**config.mk**
```make
export PLATFORM = sky130hd
export DESIGN_NAME = lcd_capture_axis_flat
export DESIGN_NICKNAME = d
export VERILOG_FILES = /design/src/rtl/lcd_capture_axis_if.sv /design/src/rtl/lcd_capture_axis.sv /design/src/flat_wrapper.sv
export SDC_FILE = /design/constraint.sdc
export NUM_CORES = 1
export LEC_CHECK = 0
export CORE_MARGIN = 5
export CORE_UTILIZATION = 55
export DETAILED_ROUTE_END_ITERATION = 8
export PLACE_DENSITY = 0.79
export SYNTH_ARGS = -nofsm -noshare
export SYNTH_HDL_FRONTEND = slang
export SYNTH_SLANG_ARGS = --single-unit
```
**constraint.sdc**
```tcl
create_clock -name clk -period 4.4 [get_ports clk]
set_clock_uncertainty 0.1 [all_clocks]
set_input_delay 1.1 -clock clk [delete_from_list [all_inputs] [get_ports clk]]
set_output_delay 1.1 -clock clk [all_outputs]
set_load 0.05 [all_outputs]
```
**src/rtl/lcd_capture_axis_if.sv**
```systemverilog
// rtl/lcd_capture_axis_if.sv - AXI4-Stream video beat interface (tdata/tvalid/tready/tuser/tlast)
//
// Ports (signals):
//   tdata  [31:0] {8'h00, R, G, B}
//   tvalid        beat valid (master)
//   tready        beat accepted (slave)
//   tuser         first pixel of a frame
//   tlast         last pixel of a line
interface lcd_capture_axis_if;
  logic [31:0] tdata;
  logic        tvalid;
  logic        tready;
  logic        tuser;
  logic        tlast;

  modport master (output tdata, output tvalid, output tuser, output tlast, input tready);
  modport slave  (input tdata, input tvalid, input tuser, input tlast, output tready);
endinterface

```
**src/rtl/lcd_capture_axis.sv**
```systemverilog
// rtl/lcd_capture_axis.sv - LCD RGB timing capture to AXI4-Stream master with FWFT buffer
//
// Ports:
//   clk        pixel clock, single domain
//   rst_n      asynchronous active-low reset
//   cap_en     capture enable, sampled at frame boundaries only
//   err_clr    one-cycle pulse clearing ovf_flag / line_err
//   lcd_vs     vertical sync, active level VS_POL
//   lcd_en     data enable
//   lcd_rgb    pixel, R[23:16] G[15:8] B[7:0]
//   axis       stream master: tdata={8'h00,rgb}, tvalid, tready, tuser (SOF), tlast (EOL)
//   busy       state is not IDLE
//   ovf_flag   sticky: pixel dropped on full buffer
//   line_err   sticky: captured line length differed from H_ACTIVE
//   frame_cnt  frames captured without drop, wraps
module lcd_capture_axis #(
  parameter int H_ACTIVE   = 480,
  parameter int FIFO_DEPTH = 16,
  parameter bit VS_POL     = 1'b1
) (
  input  logic                      clk,
  input  logic                      rst_n,
  input  logic                      cap_en,
  input  logic                      err_clr,
  input  logic                      lcd_vs,
  input  logic                      lcd_en,
  input  logic [23:0]               lcd_rgb,
  lcd_capture_axis_if.master        axis,
  output logic                      busy,
  output logic                      ovf_flag,
  output logic                      line_err,
  output logic [15:0]               frame_cnt
);

  localparam int AW = $clog2(FIFO_DEPTH);

  typedef enum logic [1:0] {
    S_IDLE,
    S_ARMED,
    S_ACTIVE,
    S_DROP
  } state_t;

  // Input register stage
  logic        in_vs;
  logic        in_vs_d;
  logic        in_en;
  logic [23:0] in_rgb;
  logic        vs_edge;

  always_ff @(posedge clk or negedge rst_n) begin
    if (!rst_n) begin
      // Park sync at its inactive level so reset release never looks like a frame edge
      in_vs   <= ~VS_POL;
      in_vs_d <= ~VS_POL;
      in_en   <= 1'b0;
      in_rgb  <= '0;
    end else begin
      in_vs   <= lcd_vs;
      in_vs_d <= in_vs;
      in_en   <= lcd_en;
      in_rgb  <= lcd_rgb;
    end
  end

  assign vs_edge = (in_vs == VS_POL) && (in_vs_d != VS_POL);

  // FSM, hold register and push control
  state_t      state, state_nx;
  logic        hold_vld, hold_vld_nx;
  logic        hold_sof, hold_sof_nx;
  logic [23:0] hold_rgb, hold_rgb_nx;
  logic [15:0] line_len, line_len_nx;
  logic        push;
  logic        push_last;
  logic        ovf_evt;
  logic        lerr_set;
  logic        frame_inc;

  // FIFO status
  logic          fifo_full;
  logic          fifo_empty;
  logic          pop;
  logic          wr_en;
  logic [AW-1:0] wr_ptr;
  logic [AW-1:0] rd_ptr;
  logic [AW:0]   count;
  logic [25:0]   mem [FIFO_DEPTH];
  logic [25:0]   rd_word;

  always_ff @(posedge clk or negedge rst_n) begin
    if (!rst_n) begin
      state    <= S_IDLE;
      hold_vld <= 1'b0;
      hold_sof <= 1'b0;
      hold_rgb <= '0;
      line_len <= '0;
    end else begin
      state    <= state_nx;
      hold_vld <= hold_vld_nx;
      hold_sof <= hold_sof_nx;
      hold_rgb <= hold_rgb_nx;
      line_len <= line_len_nx;
    end
  end

  always_comb begin
    state_nx    = state;
    hold_vld_nx = hold_vld;
    hold_sof_nx = hold_sof;
    hold_rgb_nx = hold_rgb;
    line_len_nx = line_len;
    push        = 1'b0;
    push_last   = 1'b0;
    ovf_evt     = 1'b0;
    frame_inc   = 1'b0;

    unique case (state)
      S_IDLE: begin
        if (vs_edge && cap_en) state_nx = S_ARMED;
      end

      S_ARMED: begin
        if (vs_edge && !cap_en) begin
          state_nx = S_IDLE;
        end else if (in_en) begin
          hold_vld_nx = 1'b1;
          hold_sof_nx = 1'b1;
          hold_rgb_nx = in_rgb;
          line_len_nx = 16'd1;
          state_nx    = S_ACTIVE;
        end
      end

      S_ACTIVE: begin
        if (vs_edge) begin
          // Frame boundary: flush the pending pixel as end of line
          if (hold_vld) begin
            push      = 1'b1;
            push_last = 1'b1;
          end
          hold_vld_nx = 1'b0;
          state_nx    = cap_en ? S_ARMED : S_IDLE;
        end else if (in_en) begin
          // A following pixel proves the held one is not last in its line
          if (hold_vld) begin
            push        = 1'b1;
            line_len_nx = line_len + 16'd1;
          end else begin
            line_len_nx = 16'd1;
          end
          hold_vld_nx = 1'b1;
          hold_sof_nx = 1'b0;
          hold_rgb_nx = in_rgb;
        end else if (hold_vld) begin
          push        = 1'b1;
          push_last   = 1'b1;
          hold_vld_nx = 1'b0;
        end

        if (push && fifo_full && !pop) begin
          ovf_evt     = 1'b1;
          hold_vld_nx = 1'b0;
          if (!vs_edge) state_nx = S_DROP;
        end
        frame_inc = vs_edge && !ovf_evt;
      end

      S_DROP: begin
        if (vs_edge) state_nx = cap_en ? S_ARMED : S_IDLE;
      end

      default: state_nx = S_IDLE;
    endcase
  end

  // Only end-of-line pushes carry a complete line length
  assign lerr_set = push && push_last && (line_len != 16'(H_ACTIVE));

  // FWFT buffer: word = {rgb, sof, last}
  assign fifo_full  = (count == (AW+1)'(FIFO_DEPTH));
  assign fifo_empty = (count == '0);
  assign pop        = !fifo_empty && axis.tready;
  // A pop in the same cycle frees the slot, so a full buffer can still accept
  assign wr_en      = push && (!fifo_full || pop);

  always_ff @(posedge clk) begin
    if (wr_en) mem[wr_ptr] <= {hold_rgb, hold_sof, push_last};
  end

  always_ff @(posedge clk or negedge rst_n) begin
    if (!rst_n) begin
      wr_ptr <= '0;
      rd_ptr <= '0;
      count  <= '0;
    end else begin
      if (wr_en) wr_ptr <= wr_ptr + AW'(1);
      if (pop)   rd_ptr <= rd_ptr + AW'(1);
      unique case ({wr_en, pop})
        2'b10:   count <= count + (AW+1)'(1);
        2'b01:   count <= count - (AW+1)'(1);
        default: count <= count;
      endcase
    end
  end

  assign rd_word     = mem[rd_ptr];
  assign axis.tvalid = !fifo_empty;
  // Mask the uninitialised RAM so outputs read zero whenever nothing is valid
  assign axis.tdata  = fifo_empty ? 32'h0 : {8'h00, rd_word[25:2]};
  assign axis.tuser  = !fifo_empty && rd_word[1];
  assign axis.tlast  = !fifo_empty && rd_word[0];

  // Status: a set in the same cycle as err_clr wins
  always_ff @(posedge clk or negedge rst_n) begin
    if (!rst_n) begin
      ovf_flag  <= 1'b0;
      line_err  <= 1'b0;
      frame_cnt <= '0;
    end else begin
      if (ovf_evt)      ovf_flag <= 1'b1;
      else if (err_clr) ovf_flag <= 1'b0;
      if (lerr_set)     line_err <= 1'b1;
      else if (err_clr) line_err <= 1'b0;
      if (frame_inc)    frame_cnt <= frame_cnt + 16'd1;
    end
  end

  assign busy = (state != S_IDLE);

endmodule

```
**src/flat_wrapper.sv**
```systemverilog
// flat-port wrapper written by rule: the top's interface ports become plain ports
module lcd_capture_axis_flat 
#(
  parameter int H_ACTIVE   = 480,
  parameter int FIFO_DEPTH = 16,
  parameter bit VS_POL     = 1'b1
)
  (clk, rst_n, cap_en, err_clr, lcd_vs, lcd_en, lcd_rgb, busy, ovf_flag, line_err, frame_cnt, axis_tdata, axis_tvalid, axis_tuser, axis_tlast, axis_tready);
  lcd_capture_axis_if axis_i ();
  input  logic clk;
  input  logic rst_n;
  input  logic cap_en;
  input  logic err_clr;
  input  logic lcd_vs;
  input  logic lcd_en;
  input  logic [23:0] lcd_rgb;
  output logic busy;
  output logic ovf_flag;
  output logic line_err;
  output logic [15:0] frame_cnt;
  output wire logic [$bits(axis_i.tdata)-1:0] axis_tdata;
  output wire logic [$bits(axis_i.tvalid)-1:0] axis_tvalid;
  output wire logic [$bits(axis_i.tuser)-1:0] axis_tuser;
  output wire logic [$bits(axis_i.tlast)-1:0] axis_tlast;
  input wire logic [$bits(axis_i.tready)-1:0] axis_tready;
  assign axis_tdata = axis_i.tdata;
  assign axis_tvalid = axis_i.tvalid;
  assign axis_tuser = axis_i.tuser;
  assign axis_tlast = axis_i.tlast;
  assign axis_i.tready = axis_tready;
  lcd_capture_axis #(.H_ACTIVE(H_ACTIVE), .FIFO_DEPTH(FIFO_DEPTH), .VS_POL(VS_POL)) u_core (.clk(clk), .rst_n(rst_n), .cap_en(cap_en), .err_clr(err_clr), .lcd_vs(lcd_vs), .lcd_en(lcd_en), .lcd_rgb(lcd_rgb), .axis(axis_i), .busy(busy), .ovf_flag(ovf_flag), .line_err(line_err), .frame_cnt(frame_cnt));
endmodule
```
# Yosys cells after proc, flatten, opt, wreduce, memory -nomap -nowiden
# Memories as Yosys holds them, arrays and structs flattened.
# Cells that the tools add are included.
# totals
ff_bits	102
ram_bits	416
out_inout_bits	54
mem_count	1
# classes
add_sub_neg	6
n_eq_ne	13
mux	44
bitwise	1
n_reduce_logical	29
# memory_table
name	depth	word_bits	read_ports	rd_ports_with_merged_regs	wr	line	rtl
u_core.mem	16	26	1	0	1	lcd_capture_axis.sv:88	logic [25:0] mem [FIFO_DEPTH];
# ops
operator	count
$mux 24	4
$mux 16	5
$pmux 24 s2	1
$add 16x1->16 const B	2
$pmux 16 s2	1
$mux 1	23
$ne 16x9->1 const B	1
$logic_and 1x1->1	12
$mux 2	6
$pmux 5 s2	1
$reduce_bool 2->1	5
$add 4x1->4 const B	2
$pmux 2 s4	1
$eq 2x2->1 const B	3
$ne 2x1->1 const B	3
$reduce_and 3->1	2
$add 5x1->5 const B	1
$eq 5x5->1 const B	1
$logic_not 1->1	5
$logic_not 5->1	1
$reduce_and 5->1	1
$sub 5x1->5 const B	1
$eq 2x1->1 const B	2
$ne 2x2->1 const B	2
6 further kinds	7

# Logic depth before layout (Yosys ltp)
# Gate-level depths: netlist of the first run.
# logic_depth
word_depth	10
depth_mapped	11
depth_no_buf	10

# Least setup slack after synthesis of the first run
# No wires, ideal clock.
# synth_timing
path_kind	input port to flip-flop
startpoint	input axis_tready
endpoint	memory u_core.mem[3][0] (enable)
setup_ns	0.442
arrival_time_ns	3.789
path_slack_ns	0.069
stages	5
n_path_buf	1
cell_sequence	buf_2 > nor2b_1 > a21oi_1 > nand2_1 > nor3_1
# synth_between
elab_chain_len	5
# synth_rtl
element	line	rtl
from (decl)	flat_wrapper.sv:25	input wire logic [$bits(axis_i.tready)-1:0] axis_tready;
$logic_and 1x1->1	lcd_capture_axis.sv:183	assign pop = !fifo_empty && axis.tready;
$logic_or 1x1->1	lcd_capture_axis.sv:185	assign wr_en = push && (!fifo_full || pop);
$logic_and 1x1->1	lcd_capture_axis.sv:185	
$mux 1	lcd_capture_axis.sv:188	if (wr_en) mem[wr_ptr] <= {hold_rgb, hold_sof, push_last};
$mux 1 (implied by the code)	lcd_capture_axis.sv:188	
to (decl)	lcd_capture_axis.sv:88	
# No other way between the ends.

# Worst setup path in the final report of the first run
# layout_timing
startpoint	register u_core.count[1]
endpoint	output axis_tvalid
# layout_between
elab_chain_len	2
# layout_rtl
element	line	rtl
from (decl)	lcd_capture_axis.sv:87	logic [AW:0] count;
from (signal assigned)	lcd_capture_axis.sv:200	2'b10: count <= count + (AW+1)'(1);
from (signal assigned)	lcd_capture_axis.sv:201	2'b01: count <= count - (AW+1)'(1);
from (signal assigned)	lcd_capture_axis.sv:202	default: count <= count;
$logic_not 5->1	lcd_capture_axis.sv:182	assign fifo_empty = (count == '0);
$logic_not 1->1	lcd_capture_axis.sv:208	assign axis.tvalid = !fifo_empty;
to (decl)	flat_wrapper.sv:22	output wire logic [$bits(axis_i.tvalid)-1:0] axis_tvalid;
# No other way between the ends.

==> reports/metrics.csv, run 1 <==
metric,value,unit
CP required,3200,ps
"Hold Vio Cnt, Final",0,
"Slowest-stage cell, CP",clkdlybuf4s50_1,
Num CTS Buffers,51,
routability cong.,0.8224,
VDD IR-drop max,0.0005378,V
share of the synthesized area in the top cell type,0.6088,
CP endpoint,axis_tvalid,
Post-synth top flop,edfxtp_1,
worst skew pair latency,580,ps
die height,203.2,um
hold_ws,340.9,ps
CTS tree,built,
actual slew at the worst max-slew pin,1067,ps
Clock power frac,0.245,
Netlist Area Pre-Place,20520,um2
Crit Path Category,flip-flop to output port,
Post-DP HPWL,24290,um
Tmin final,4196,ps
synth top area cells,"edfxtp_1 61%, dfrtp_1 12%, mux4_2 11%",
Pint,0.01107,W
area share of fa/ha/maj cells after synthesis,0.009146,
r2r endpoint,u_core.count[4],
worst setup path startpoint,u_core.count[1],
"critical path fanouts, max",11,
Worst Min Path Start,u_core.in_vs,
vias in the first global route,10930,
"Warnings, synthesis",0,
R2R setup slack,1520,ps
Die Width,203.2,um
CP arrival,3000,ps
PwrDens,720.5,nW/um2
Synth top cells by count,"416 x edfxtp_1, 104 x mux4_2, 102 x dfrtp_1, 52 x mux2_2, 41 x o21ai_0",
Core Rows,70,
CP Depth,5,
H-tree levels,2,
Finish-stage setup viols,0,
post-route cell area,23670,um2
Via density,6.128,
sequential area share after synthesis,0.7332,
post-synthesis xor/xnor area fraction,0.01067,
Post-CTS Hold Buffers,0,
DRT Wirelength,41470,um
GRT Overall Usage,0.2053,
root buffer cell,clkbuf_16,
share of cells above drive strength 1,0.2664,
core area,36700,um2
Buf/Inv on CP,3,
first-pass GRT wire length,64960,um
reg2reg path depth,10,
max_cap viols,0,
Worst Slack Setup Final,204.0,ps
Synth area leader,edfxtp_1,
Starting Density,0.5592,
Post-synth EDFFs,416,
dpl ws,535.3,ps
unrepaired setup endpoints after global routing,no,
Synth cell types,58,
synthesized flop and latch total,518,
Hold Crit Class,flip-flop to flip-flop,
number of port buffers,76,
most numerous cell in the Yosys netlist,edfxtp_1,
combinational cell fraction of total power,0.322,
"Async S/R FF share, synth",0.1969,
CP max stage delay,700,ps
net switching power,0.005980,W
Sequential Power Share,0.433,
Clock Path Buffers,3,
Critical Path End Type,output port,
final non-filler cell total,1703,
antenna-violating nets left,0,
initial antenna violation count,1,
full die area,41270,um2
main combinational cell family by area after synthesis,multiplexers,
Leakage,8.093,nW
Startpoint Class,flip-flop,
Compound-Gate Fraction of Synth Area,0.04012,
clk sink count,518,
status,completed,
Max Fclk,0.2383,GHz
# fillers,2381,
total grt overflow,0,
period utilization,0.9536,
crit-path cells,"or4_4, nor2_1, clkinvlp_4, buf_12, clkdlybuf4s50_1",
r2r startpoint,u_core.state[0],
largest net degree at the start of global routing,69,
Worst path top cell family by delay,buffers and inverters,
area added between synthesis and finish,15.34,%
drt first pass iters,5,
worst rel slew slack,0.2834,
Sw Share,0.3507,
clk slew on worst S/H paths,60,ps
Inst Count DP,1606,
routed length per instance,24.35,um
DRC Markers,0,
Fin Setup TNS,0,ps
area share of and/or/nand/nor cells after synthesis,0.03134,
# nets final,1240,
syn_area_per_cell,19.00,um2
Max Slew Vio Count,0,
ant diodes,0,
mux share of post-synthesis cell area,0.1563,
io pins,85,
Cells after Synth,1080,
Detailed Route Iter0 Violations,772,
DP Area,22010,um2
Vias,10440,
-- cell type report --
type                    count  area [um2]  area share
flip-flops and latches    518       15060      0.6362
multi-input cells         489        5213      0.2202
clock buffers              67        1368     0.05778
repair buffers            121        1156     0.04885
well taps                 468       585.6     0.02474
clock inverters            27       235.2    0.009939
inverters                  13       52.55    0.002220
-- placed cells by master (no fill, tap or decap), types with 5 or more instances in the layout --
cell | netlist | routed
nand4_1 | 9 | 9
buf_4 | 8 | 62
inv_1 | 13 | 12
clkinv_2 | 0 | 9
mux2_2 | 52 | 52
edfxtp_1 | 416 | 416
xnor2_1 | 8 | 8
mux4_2 | 104 | 104
a21o_1 | 5 | 5
clkdlybuf4s50_1 | 0 | 49
nand2_1 | 20 | 20
a21oi_1 | 38 | 38
nor2_1 | 27 | 15
nor3_1 | 14 | 10
a31oi_1 | 13 | 13
o21ai_0 | 41 | 41
mux2i_1 | 28 | 28
dfrtp_1 | 102 | 98
xor2_1 | 17 | 17
nor2_4 | 0 | 8
ha_1 | 15 | 15
clkbuf_16 | 0 | 52
clkinv_1 | 0 | 12
nand3_1 | 16 | 16
clkbuf_1 | 23 | 14
nor4_1 | 10 | 10
conb_1 | 1 | 8
and3_1 | 7 | 7
buf_12 | 0 | 10
-- power groups by stage --
stage,clock [W],sequential (W),combinational (W)
after floorplan,0,0.00707,0.00402
after global placement,0,0.00744,0.00532
after detailed placement,0,0.00751,0.00542
after CTS,0.00425,0.00742,0.00548
after global routing,0.00447,0.00752,0.00586
final,0.00417,0.00738,0.00550
-- worst min-delay path by stage --
stage,to,depth (start not counted)
5_1_grt,u_core.in_vs_d,0
6_report,u_core.in_vs_d,0
3_5_place_dp,u_core.in_vs_d,0
2_1_floorplan,u_core.in_vs_d,0
3_3_place_gp,u_core.in_vs_d,0
4_1_cts,u_core.in_vs_d,0
-- repair_timing --
item	4_1_cts	5_1_grt
setup buffers	0	3
endpoints found under the setup margin	0	13
gates resized for setup	0	1
-- state kept, by name, summed over array words and instances, names as in the netlist --
| register | flops |
|---|---|
| u_core.rd_ptr | 4 |
| u_core.wr_ptr | 4 |
| u_core.state | 2 |
| u_core.mem | 416 |
| u_core.in_vs | 1 |
| u_core.line_err | 1 |
| u_core.in_en | 1 |
| u_core.frame_cnt | 16 |
| u_core.in_rgb | 24 |
| u_core.in_vs_d | 1 |
| u_core.hold_rgb | 24 |
| u_core.hold_vld | 1 |
| u_core.line_len | 16 |
| u_core.count | 5 |
| u_core.hold_sof | 1 |
| u_core.ovf_flag | 1 |
-- layer usage --
layer | track usage | up-vias | part of all wire
li1 | - | 4548 | -
met1 | 0.2854 | 5464 | 0.41
met2 | 0.3375 | 357 | 0.51
met3 | 0.04611 | 65 | 0.064
met4 | 0.05179 | 2 | 0.023
met5 | 0 | - | 0.00017
-- cell families after synthesis --
group,Yosys count
fa+ha+maj,15
flops,518
compound gates,133
xor+xnor,25
other cells,1
mux,184
buf+inv,80
simple gates,124
-- through the flow --
stage / total power, W / utilization
3_5_place_dp: 0.01293 / 0.5998
2_1_floorplan: 0.01109 / -
3_3_place_gp: 0.01275 / 0.5998
5_1_grt: 0.01785 / 0.6449
4_1_cts: 0.01715 / 0.6435
6_report: 0.01705 / 0.6449
-- worst register-to-register path: stages, from the launching register on --
cell      delay, ps
dfrtp_1         400
inv_1           100
ha_1            310
a21boi_0        510
o21a_4          240
xor2_1           70
ha_1            250
a31oi_1         230
nor2_1           80
or2_2           280
a31o_2          200
(Power assumes the default switching activity.)
==> run 2, diff against run 1 <==
- CAP_MARGIN: not set -> 20
- CORE_UTILIZATION: 55 -> 60
- PLACE_DENSITY: 0.79 -> 0.85
==> run 2 against run 1 <==
  * Utilization rose by 5.6 points
  * Via count rose by 2.3%
  * Clock power fell by 1%
  * Global-route usage rose by 3.2 points
  * Design area fell by 0.47%
  * Largest cell class unchanged
==> reports/metrics.csv, run 2 (synthesized netlist as in run 1, its figures left out) <==
metric,value,unit,change
Startpoint Class,flip-flop,,unchanged
Fin Setup TNS,0,ps,unchanged
Clock Path Buffers,3,,unchanged
PwrDens,721.5,nW/um2,was 720.5 nW/um2
VDD IR-drop max,0.0004271,V,was 0.0005378 V
clk slew on worst S/H paths,60,ps,about the same
Starting Density,0.6104,,was 0.5592
crit-path cells,"or4_4, nor2_1, inv_2, buf_4, clkdlybuf4s50_1",,"was or4_4, nor2_1, clkinvlp_4, buf_12, clkdlybuf4s50_1"
root buffer cell,clkbuf_16,,unchanged
net switching power,0.006023,W,was 0.005980 W
max_cap viols,0,,unchanged
Pint,0.01097,W,was 0.01107 W
area added between synthesis and finish,14.79,%,was 15.34%
Tmin final,4228,ps,was 4196 ps
"commonest non-fill, non-tap cell in the layout",edfxtp_1,,unchanged
period utilization,0.9609,,was 0.9536
share of cells above drive strength 1,0.2627,,was 0.2664
Finish-stage setup viols,0,,unchanged
first-pass GRT wire length,68540,um,was 64960 um
CP arrival,3030,ps,was 3000 ps
CP required,3200,ps,about the same
total grt overflow,0,,unchanged
core area,33620,um2,was 36700 um2
CTS tree,built,,unchanged
clk sink count,518,,unchanged
final non-filler cell total,1670,,was 1703
Die Width,194.9,um,was 203.2 um
ant diodes,0,,unchanged
Post-DP HPWL,23000,um,was 24290 um
CP max stage delay,700,ps,about the same
Leakage,8.054,nW,was 8.093 nW
"Most flops, register",u_core.mem,,unchanged
Sw Share,0.3544,,was 0.3507
vias in the first global route,11270,,was 10930
Vias,10670,,was 10440
Num CTS Buffers,49,,was 51
Critical Path End Type,output port,,unchanged
# fillers,1957,,was 2381
DRT Wirelength,44780,um,was 41470 um
"Slowest-stage cell, CP",clkdlybuf4s50_1,,unchanged
Core Rows,67,,was 70
largest net degree at the start of global routing,60,,was 69
hold depth,0,,unchanged
worst rel slew slack,0.3036,,was 0.2834
Clock power frac,0.243,,was 0.245
largest registers,"u_core.mem: 416 flops, u_core.hold_rgb: 24 flops, u_core.in_rgb: 24 flops",,unchanged
Worst Min Path Start,u_core.in_vs,,unchanged
antenna-violating nets left,0,,unchanged
Via density,6.390,,was 6.128
Worst path top cell family by delay,buffers and inverters,,unchanged
worst skew pair latency,570,ps,was 580 ps
max FFs per register,416,,unchanged
r2r endpoint,u_core.mem[3][18],,was u_core.count[4]
R2R setup slack,1110,ps,was 1520 ps
combinational cell fraction of total power,0.323,,was 0.322
"Hold Vio Cnt, Final",0,,unchanged
routed length per instance,26.82,um,was 24.35 um
full die area,38000,um2,was 41270 um2
# nets final,1227,,was 1240
H-tree levels,2,,unchanged
Hold Crit Class,flip-flop to flip-flop,,unchanged
Crit Path Category,flip-flop to output port,,unchanged
initial antenna violation count,1,,unchanged
Max Slew Vio Count,0,,unchanged
number of port buffers,76,,unchanged
GRT Overall Usage,0.2374,,was 0.2053
Sequential Power Share,0.433,,about the same
io pins,85,,unchanged
reg2reg path depth,8,,was 10
Max Fclk,0.2365,GHz,was 0.2383 GHz
Buf/Inv on CP,3,,unchanged
"commonest non-fill, non-tap cells in the layout","416 x edfxtp_1, 104 x mux4_2, 98 x dfrtp_1",,unchanged
DRC Markers,0,,unchanged
routability cong.,0.8323,,was 0.8224
Detailed Route Iter0 Violations,1257,,was 772
actual slew at the worst max-slew pin,1037,ps,was 1067 ps
status,completed,,unchanged
unrepaired setup endpoints after global routing,no,,unchanged
drt first pass iters,5,,unchanged
Inst Count DP,1576,,was 1606
Post-CTS Hold Buffers,0,,unchanged
hold endpoint,u_core.in_vs_d,,unchanged
die height,194.9,um,was 203.2 um
"critical path fanouts, max",10,,was 11
r2r startpoint,u_core.state[0],,unchanged
-- run 2: cell count changes in the layout (fill, tap and decap cells not counted), moves of 2 or more --
cell,previous run,this run
clkinv_4,0,2
buf_4,62,47
clkinv_1,12,6
bufinv_16,4,2
clkbuf_8,1,7
clkbuf_1,14,11
dlymetal6s2s_1,0,3
-- run 2: worst register-to-register path, stage by stage, from the launching register on --
cell	delay, ps
dfrtp_1	420
inv_1	120
ha_1	380
nand2_1	530
a21oi_1	300
buf_4	190
nand2_1	240
nor3_2	210
buf_4	440
-- run 2: cell type report --
cell class | instances | area [um2] | area share
clock inverter | 23 | 177.7 | 0.007543
multi-input combinational | 489 | 5213 | 0.2213
tap | 448 | 560.5 | 0.02380
clock buffer | 69 | 1414 | 0.06002
sequential | 518 | 15060 | 0.6392
timing repair buffer | 110 | 1085 | 0.04605
inverter | 13 | 48.80 | 0.002072
-- run 2: how the worst max path moves through the flow --
stage	start	endpoint	slack [ps]	cells after the start
floorplan	axis_tready	u_core.mem[3][0]	70	5
global placement	axis_tready	u_core.count[4]	660	8
detailed placement	axis_tready	u_core.count[4]	510	9
CTS	u_core.count[1]	axis_tdata[5]	40	6
global route	u_core.rd_ptr[1]	axis_tdata[13]	70	6
finish	u_core.count[1]	axis_tvalid	170	5
-- run 2: metrics by stage --
step	utilization	cell area, um2	total power, W	hold slack [ps]	worst slack (ps)
2_1_floorplan	-	20550	0.01109	288.2	69.08
3_3_place_gp	0.6525	21930	0.01262	300.2	655.4
3_5_place_dp	0.6525	21930	0.01282	315.4	508.8
4_1_cts	0.7003	23540	0.01708	329.1	38.37
5_1_grt	0.7007	23560	0.01772	357.0	65.18
6_report	0.7007	23560	0.01699	325.9	172.0
-- run 2: repair_timing --
item / CTS / global route
endpoints found under the hold margin: 0 / 0
pin swaps: 0 / 0
gates resized for setup: 1 / 4
cloned: 0 / 0
setup buffers: 1 / 0
setup endpoints to repair: 2 / 13
-- run 2: power by group through the flow --
stage               clock (W)  sequential [W]  combinational, W
CTS                   0.00419         0.00735           0.00554
global placement            0         0.00735           0.00527
finish                0.00413         0.00736           0.00550
global route          0.00443         0.00747           0.00582
floorplan                   0         0.00707           0.00402
detailed placement          0         0.00745           0.00538
-- run 2: metal layers --
metal / track usage / share of wire / vias up
met5: 0 / 0.00029 / -
met4: 0.07991 / 0.031 / 2
met3: 0.04986 / 0.081 / 96
met2: 0.4006 / 0.51 / 543
met1: 0.3134 / 0.37 / 5509
li1: - / - / 4522
==> run 3, diff against run 2 <==
--- a/constraint.sdc
+++ b/constraint.sdc
@@ -4,2 +4,2 @@
 set_output_delay 1.1 -clock clk [all_outputs]
-set_load 0.05 [all_outputs]
+set_load 0.02 [all_outputs]
==> run 3 against run 2 <==
  * Setup slack worse by 61 ps
  * First-iteration DRC count down 16%
  * Sequential power down 1%
  * Critical path depth up 2
==> reports/metrics.csv, run 3 (synthesized netlist as in run 1, its figures left out) <==
metric,value,unit,change
Max Slew Vio Count,0,,unchanged
combinational cell fraction of total power,0.305,,was 0.323
full die area,38000,um2,unchanged
DRT Wirelength,44610,um,was 44780 um
dpl ws,428.5,ps,was 508.8 ps
largest registers,"u_core.mem: 416 flops, u_core.hold_rgb: 24 flops, u_core.in_rgb: 24 flops",,unchanged
Die Width,194.9,um,unchanged
post-route cell area,23890,um2,was 23560 um2
Pint,0.01125,W,was 0.01097 W
share of cells above drive strength 1,0.2602,,was 0.2627
total grt overflow,0,,unchanged
root buffer cell,clkbuf_16,,unchanged
Core Rows,67,,unchanged
Reg area,15060,um2,unchanged
area added between synthesis and finish,16.43,%,was 14.79%
DP Area,22160,um2,was 21930 um2
period utilization,0.9747,,was 0.9609
die height,194.9,um,unchanged
number of port buffers,76,,unchanged
Crit Path Category,flip-flop to output port,,unchanged
"critical path fanouts, max",11,,was 10
CP required,3200,ps,about the same
drt first pass iters,5,,unchanged
VDD IR-drop max,0.0007076,V,was 0.0004271 V
Worst Slack Setup Final,111.5,ps,was 172.0 ps
Multi-input gate area,5215,um2,was 5213 um2
Critical Path End Type,output port,,unchanged
Starting Density,0.6104,,unchanged
Max Fclk,0.2332,GHz,was 0.2365 GHz
antenna-violating nets left,0,,unchanged
Num CTS Buffers,50,,was 49
Finish-stage setup viols,0,,unchanged
first-pass GRT wire length,68660,um,was 68540 um
# fillers,1889,,was 1957
vias in the first global route,11260,,was 11270
Post-CTS Hold Buffers,0,,unchanged
routability cong.,0.8171,,was 0.8323
max_cap viols,0,,unchanged
Post-DP HPWL,25030,um,was 23000 um
status,completed,,unchanged
Sequential Power Share,0.441,,was 0.433
"commonest non-fill, non-tap cells in the layout","416 x edfxtp_1, 104 x mux4_2, 98 x dfrtp_1",,unchanged
core area,33620,um2,unchanged
Leakage,8.203,nW,was 8.054 nW
Vias,10790,,was 10670
CTS tree,built,,unchanged
Tmin final,4288,ps,was 4228 ps
clk slew on worst S/H paths,60,ps,about the same
ant diodes,0,,unchanged
CP arrival,3090,ps,was 3030 ps
io pins,85,,unchanged
net switching power,0.005185,W,was 0.006023 W
worst skew pair latency,570,ps,about the same
Hold Crit Class,flip-flop to flip-flop,,unchanged
GRT Overall Usage,0.2366,,was 0.2374
H-tree levels,2,,unchanged
"Most flops, register",u_core.mem,,unchanged
Clock Path Buffers,3,,unchanged
max FFs per register,416,,unchanged
routed length per instance,26.29,um,was 26.82 um
Detailed Route Iter0 Violations,1055,,was 1257
# nets final,1253,,was 1227
worst rel slew slack,0.3104,,was 0.3036
"Hold Vio Cnt, Final",0,,unchanged
Clock power frac,0.254,,was 0.243
actual slew at the worst max-slew pin,1026,ps,was 1037 ps
Sw Share,0.3155,,was 0.3544
"commonest non-fill, non-tap cell in the layout",edfxtp_1,,unchanged
DRC Markers,0,,unchanged
largest net degree at the start of global routing,59,,was 60
PwrDens,687.9,nW/um2,was 721.5 nW/um2
Via density,6.359,,was 6.390
Startpoint Class,flip-flop,,unchanged
clk sink count,518,,unchanged
initial antenna violation count,0,,was 1
run 3: cell count changes in the layout (fill, tap and decap cells not counted), sizes merged:
cell | previous run | this run
inv | 15 | 13
clkbuf | 69 | 71
clkinv | 17 | 19
buf | 57 | 60
clkdlybuf4s50 | 49 | 72
dlygate4sd2 | 1 | 0
run 3: power by group through the flow:
| stage | clock network, W | registers, W | logic, W |
|---|---|---|---|
| after detailed placement | 0 | 0.00744 | 0.00474 |
| after floorplan | 0 | 0.00692 | 0.00341 |
| after global routing | 0.00449 | 0.00735 | 0.00536 |
| final | 0.00417 | 0.00725 | 0.00501 |
| after global placement | 0 | 0.00735 | 0.00461 |
| after CTS | 0.00425 | 0.00725 | 0.00502 |
run 3: area by class of cell:
type                            instances  share of cell area
Clock buffer                           71             0.06127
Multi-Input combinational cell        489              0.2183
Sequential cell                       518              0.6302
Tap cell                              448             0.02346
Inverter                               13            0.002042
Timing Repair Buffer                  135             0.05803
Clock inverter                         23            0.006703
run 3: through the flow:
| step | instances | utilization | power (W) | hold WS (ps) | setup TNS [ps] |
|---|---|---|---|---|---|
| after floorplan | 1087 | - | 0.01034 | 288.2 | 0 |
| after global placement | 1595 | 0.6591 | 0.01197 | 307.6 | 0 |
| after detailed placement | 1595 | 0.6591 | 0.01218 | 314.2 | 0 |
| after CTS | 1695 | 0.7098 | 0.01652 | 329.8 | 0 |
| after global routing | 1697 | 0.7107 | 0.01721 | 342.1 | -0.5238 |
| final | 1697 | 0.7107 | 0.01643 | 327.6 | 0 |
run 3: worst paths after layout:
kind | start | end | slack [ps] | cells past startpoint
setup / recovery | u_core.count[1] | axis_tdata[3] | 110 | 7
max in group asynchronous | rst_n | u_core.hold_rgb[16] | 2940 | 2
hold reg to reg | u_core.in_vs | u_core.in_vs_d | 330 | 0
min in group asynchronous | rst_n | u_core.hold_rgb[0] | 500 | 1
hold / removal | u_core.in_vs | u_core.in_vs_d | 330 | 0
setup reg to reg | u_core.state[0] | u_core.mem[9][18] | 1330 | 9
run 3: repair_timing:
action,CTS,global route
setup endpoints to repair,24,18
buffers inserted,6,1
resized for setup,1,4
run 3: per-layer routing:
layer / GRT usage / up-vias / wire [um]
li1: - / 4584 / -
met1: 0.3194 / 5604 / 16720
met2: 0.4091 / 538 / 23510
met3: 0.03826 / 66 / 3417
met4: 0.06232 / 0 / 961
met5: 0 / - / 0
run 3: critical path, cell delays in order, from the launching register on:
cell and delay, ps:
dfrtp_1 500, or4_4 660, nor2_2 170, inv_2 170, buf_4 230, o21ai_0 100, a21oi_1 80, clkdlybuf4s50_1 600
